[src/rtl/pipe_ctrl_if.sv]
// Handshake bundle between the pipeline sequencer and the core's stage logic.
// The core side is the master; pipe_ctrl is the slave.
interface pipe_ctrl_if #(
  parameter int PERF_W = 32
);
  logic              stallreq_id;
  logic              mc_start;
  logic              mc_cancel;
  logic              excp_req;
  logic [31:0]       excp_pc;
  logic [5:0]        stall;
  logic              flush;
  logic [31:0]       new_pc;
  logic              mc_done;
  logic              busy;
  logic [PERF_W-1:0] stall_cycles;

  modport master (
    output stallreq_id, mc_start, mc_cancel, excp_req, excp_pc,
    input  stall, flush, new_pc, mc_done, busy, stall_cycles
  );

  modport slave (
    input  stallreq_id, mc_start, mc_cancel, excp_req, excp_pc,
    output stall, flush, new_pc, mc_done, busy, stall_cycles
  );
endinterface

[src/rtl/pipe_ctrl.sv]
// Pipeline sequencer: merges decode/multi-cycle stalls with exception flushes
// and counts stalled cycles. Control outputs are combinational off the state.
module pipe_ctrl #(
  parameter int MC_CYCLES = 32,
  parameter int PERF_W    = 32
) (
  input  logic        clk,
  input  logic        rst,
  pipe_ctrl_if.slave  bus
);
  localparam int TW = $clog2(MC_CYCLES + 1);
  localparam logic [TW-1:0] LAST    = TW'(MC_CYCLES - 1);
  localparam logic [5:0]   STALL_MC = 6'b001111;
  localparam logic [5:0]   STALL_ID = 6'b000111;

  typedef enum logic [1:0] {IDLE, MC_BUSY, MC_DONE} state_t;

  state_t            r_state, w_state_nxt;
  logic [TW-1:0]     r_timer, w_timer_nxt;
  logic [PERF_W-1:0] r_stall_cycles;
  logic [5:0]        w_stall;
  logic              w_flush;
  logic              w_mc_done;
  logic [31:0]       w_new_pc;
  logic [5:0]        w_stall_id;

  assign w_stall_id = bus.stallreq_id ? STALL_ID : 6'b000000;

  always_comb begin
    w_stall     = '0;
    w_flush     = 1'b0;
    w_new_pc    = '0;
    w_mc_done   = 1'b0;
    w_state_nxt = r_state;
    w_timer_nxt = r_timer;
    if (rst) begin
      w_state_nxt = IDLE;
      w_timer_nxt = '0;
    end else if (bus.excp_req) begin
      w_flush     = 1'b1;
      w_new_pc    = bus.excp_pc;
      w_state_nxt = IDLE;
      w_timer_nxt = '0;
    end else if (bus.mc_cancel && (r_state != IDLE)) begin
      w_stall     = w_stall_id;
      w_state_nxt = IDLE;
      w_timer_nxt = '0;
    end else begin
      case (r_state)
        IDLE: begin
          if (bus.mc_start) begin
            // The issue cycle counts as stall cycle 0; MC_BUSY covers 1..MC_CYCLES-1.
            w_stall     = STALL_MC;
            w_state_nxt = MC_BUSY;
            w_timer_nxt = TW'(1);
          end else begin
            w_stall = w_stall_id;
          end
        end
        MC_BUSY: begin
          w_stall = STALL_MC;
          if (r_timer >= LAST) begin
            w_state_nxt = MC_DONE;
            w_timer_nxt = '0;
          end else begin
            w_timer_nxt = r_timer + TW'(1);
          end
        end
        MC_DONE: begin
          w_mc_done   = 1'b1;
          w_stall     = w_stall_id;
          w_state_nxt = IDLE;
        end
        default: begin
          w_state_nxt = IDLE;
          w_timer_nxt = '0;
        end
      endcase
    end
  end

  always_ff @(posedge clk) begin
    r_state <= w_state_nxt;
    r_timer <= w_timer_nxt;
    if (rst)
      r_stall_cycles <= '0;
    else if (w_stall[0] && (r_stall_cycles != {PERF_W{1'b1}}))
      r_stall_cycles <= r_stall_cycles + PERF_W'(1);
  end

  assign bus.stall        = w_stall;
  assign bus.flush        = w_flush;
  assign bus.new_pc       = w_new_pc;
  assign bus.mc_done      = w_mc_done;
  assign bus.busy         = !rst && (r_state != IDLE);
  assign bus.stall_cycles = r_stall_cycles;
endmodule

[src/flat_wrapper.sv]
// flat-port wrapper written by rule: the top's interface ports become plain ports
module pipe_ctrl_flat 
#(
  parameter int MC_CYCLES = 32,
  parameter int PERF_W    = 32
)
  (clk, rst, bus_stallreq_id, bus_mc_start, bus_mc_cancel, bus_excp_req, bus_excp_pc, bus_stall, bus_flush, bus_new_pc, bus_mc_done, bus_busy, bus_stall_cycles);
  pipe_ctrl_if #(.PERF_W(PERF_W)) bus_i ();
  input  logic clk;
  input  logic rst;
  input wire logic [$bits(bus_i.stallreq_id)-1:0] bus_stallreq_id;
  input wire logic [$bits(bus_i.mc_start)-1:0] bus_mc_start;
  input wire logic [$bits(bus_i.mc_cancel)-1:0] bus_mc_cancel;
  input wire logic [$bits(bus_i.excp_req)-1:0] bus_excp_req;
  input wire logic [$bits(bus_i.excp_pc)-1:0] bus_excp_pc;
  output wire logic [$bits(bus_i.stall)-1:0] bus_stall;
  output wire logic [$bits(bus_i.flush)-1:0] bus_flush;
  output wire logic [$bits(bus_i.new_pc)-1:0] bus_new_pc;
  output wire logic [$bits(bus_i.mc_done)-1:0] bus_mc_done;
  output wire logic [$bits(bus_i.busy)-1:0] bus_busy;
  output wire logic [$bits(bus_i.stall_cycles)-1:0] bus_stall_cycles;
  assign bus_i.stallreq_id = bus_stallreq_id;
  assign bus_i.mc_start = bus_mc_start;
  assign bus_i.mc_cancel = bus_mc_cancel;
  assign bus_i.excp_req = bus_excp_req;
  assign bus_i.excp_pc = bus_excp_pc;
  assign bus_stall = bus_i.stall;
  assign bus_flush = bus_i.flush;
  assign bus_new_pc = bus_i.new_pc;
  assign bus_mc_done = bus_i.mc_done;
  assign bus_busy = bus_i.busy;
  assign bus_stall_cycles = bus_i.stall_cycles;
  pipe_ctrl #(.MC_CYCLES(MC_CYCLES), .PERF_W(PERF_W)) u_core (.clk(clk), .rst(rst), .bus(bus_i));
endmodule
[config.mk]
export PLATFORM = sky130hd
export DESIGN_NAME = pipe_ctrl_flat
export DESIGN_NICKNAME = d
export VERILOG_FILES = /design/src/rtl/pipe_ctrl_if.sv /design/src/rtl/pipe_ctrl.sv /design/src/flat_wrapper.sv
export SDC_FILE = /design/constraint.sdc
export NUM_CORES = 1
export LEC_CHECK = 0
export ABC_AREA = 1
export BUFFER_PORTS_ARGS = -buffer_cell sky130_fd_sc_hd__buf_2
export CAP_MARGIN = 15
export CORE_MARGIN = 2
export CORE_UTILIZATION = 35
export CTS_CLUSTER_SIZE = 20
export DETAILED_ROUTE_END_ITERATION = 8
export PLACE_DENSITY_LB_ADDON = 0.1
export SYNTH_ARGS = -nofsm -noshare
export SYNTH_HDL_FRONTEND = slang
export SYNTH_SLANG_ARGS = --single-unit
[constraint.sdc]
create_clock -name clk -period 2.1 [get_ports clk]
set_clock_uncertainty 0.2 [all_clocks]
set_input_delay 0 -clock clk [delete_from_list [all_inputs] [get_ports clk]]
set_output_delay 0 -clock clk [all_outputs]
set_load 0.02 [all_outputs]
==> run metrics <==
critical path required time 1.90 ns; FMAX 507 MHz; 1st-iter DRT viols 118; Die H 94.9 um; DR vias 3393; setup tns final 0 ns; hpwl dp 6830 um; Synth Cell Area 2890 um^2; CP arrival 1.77 ns; DRC Markers 0; Synth cell types 31; fin nets 671; layout cells sized above 1 30.2%; cell taking the most area after synthesis dfxtp_1; reg2reg path depth 7; hold depth 6; cells after synthesis 489; Worst-Margin Slew 0.718 ns; leakage power total 1.90 nW; DR pass1 iterations 5; Tcrit/Tclk final 93.9%; RePlAce Congestion 0.863; most frequent cells in the layout nand2_1, buf_2, nor2_1, dfxtp_1, buf_4; Std-Cell Rows 33; wire per inst 11.9 um; Diodes inserted 0; clk buf depth 2; RSZ-0062 raised after global routing false; ranking of synthesized cells by area dfxtp_1, nand2_1, nor2_1; I/O Buffers 108; WS Path Type register to output port; Post-Syn Area per Cell 5.91 um^2; reg2reg setup slack 0.20 ns; Setup crit end kind output port; yosys warns 0; Yosys top cell area share 27.7%; register area share after synthesis 27.7%; clock slew at reported path FFs 0.08 ns; outcome finished, final reports clean; first-pass GRT wire length 14300 um; endpoints failing setup 0; vias in the first global route 3174; Final Util 48.4%; H-tree depth 2; core area 8090 um^2; pin count of the biggest net entering global routing 64; Initial Util 35.7%; Tmin final 1.97 ns; gr ovfl total 0; fin. max-slew vios 0; Fin. Hold Viols 0; clock latency on the worst-skew pair 0.30 ns; commonest non-fill, non-tap cell in the layout nand2_1; gr usage total 20.3%; CTS sink cnt 40; pwr dens 431 nW/um^2; cts bufs inserted 5; area grow syn2layout 35.4%; Die Wd 94.9 um; CP max FO 4; flops & latches, synth 40; CTS tree done; critical path startpoint category register; Ports 111; Slew headroom 52.1%; VDD IR max 0.000257 V; HP Class input port to register; Die ar. 9000 um^2; Final ANT Viol Nets 0; Root Driver clkbuf_8; final wirelength 8780 um; Max-Cap Viols 0; initial antenna violation count 0; DR vias/cell 4.60
==> registers in the layout, indices dropped and copies added, names as in the netlist <==
signal                   flops
u_core.bus.stall_cycles     32
u_core.r_timer               6
u_core.r_state               2
==> cells in the mapped netlist <==
cell,count
xnor2_1,4
nand2_2,12
nand2_4,3
xor2_1,10
dfxtp_1,40
o2111ai_1,1
nor2_8,1
nand4_1,3
clkbuf_1,6
buf_8,1
buf_1,4
buf_12,2
ha_1,2
buf_2,2
nor2_1,99
conb_1,1
nor3_1,2
inv_1,38
nor2_4,3
nand2_1,184
nand3_1,22
nand3b_1,1
a21oi_1,18
o211ai_1,1
a211oi_1,1
inv_2,1
o21ai_0,6
and2_1,1
a21oi_2,14
buf_4,5
a32oi_1,1
==> power breakdown <==
| group | internal [mW] | leakage [nW] | switching (mW) |
|---|---|---|---|
| logic | 0.0966 | 1.52 | 0.180 |
| registers | 0.764 | 0.323 | 0.00451 |
| clock network | 0.352 | 0.0541 | 0.289 |
==> kinds of logic (layout without fill, tap and decap cells) <==
group,count (synthesis),after routing,share of synthesized area (%)
AO/OA/AOI/OAI,42,42,9.52
XOR/XNOR,14,14,4.24
adder cells (fa/ha/maj),2,2,0.865
buffers and inverters,59,201,9.91
flip-flops,40,40,27.7
other,1,2,0.130
AND/OR/NAND/NOR,331,331,47.6
==> critical path, cell delays in order (launching register included) <==
cell and delay, ns:
dfxtp_1 0.32, inv_1 0.10, nand2_1 0.10, nand2_1 0.07
nand3_1 0.08, dlygate4sd3_1 0.57, inv_1 0.09, buf_4 0.15
==> through the flow <==
| step | instances | power, mW | worst slack, ns | instance area [um^2] | hold WS, ns |
|---|---|---|---|---|---|
| floorplan | 490 | 0.972 | 0.0440 | 2900 | -0.0691 |
| global placement | 722 | 1.05 | 0.172 | 3720 | 0.0853 |
| detailed placement | 722 | 1.05 | 0.104 | 3720 | 0.0928 |
| CTS | 737 | 1.71 | 0.0792 | 3900 | 0.0310 |
| global route | 737 | 1.77 | 0.0151 | 3920 | 0.0781 |
| finish | 737 | 1.69 | 0.128 | 3920 | 0.0525 |
==> area by class of cell <==
cell class | count | area, um^2
fillers | 906 | 4180
multi-input cells | 391 | 1810
repair buffers | 154 | 913
flip-flops and latches | 40 | 801
inverters | 39 | 149
well taps | 105 | 131
clock buffers | 5 | 68.8
clock inverters | 3 | 42.5
==> layer usage <==
metal / up-vias / GRT usage (%) / part of all wire (%)
li1: 1779 / - / -
met1: 1485 / 24.8 / 45
met2: 118 / 36.2 / 47
met3: 11 / 3.19 / 6.0
met4: 0 / 6.64 / 2.0
met5: - / 0 / 0
==> timing repair <==
| action | in CTS | in global routing |
|---|---|---|
| gates resized for setup | 0 | 7 |
| buffers inserted | 0 | 0 |
| hold buffers | 7 | 0 |
| setup endpoints to repair | 0 | 22 |
| endpoints found under the hold margin | 7 | 0 |
==> final timing paths <==
check               startpoint                          end
min            bus_stallreq_id  u_core.bus.stall_cycles[16]
max reg2reg  u_core.r_timer[0]            u_core.r_state[0]
max          u_core.r_state[1]                 bus_stall[3]
min reg2reg  u_core.r_timer[5]            u_core.r_timer[5]
Note: power is estimated with default switching activity, not from simulation.
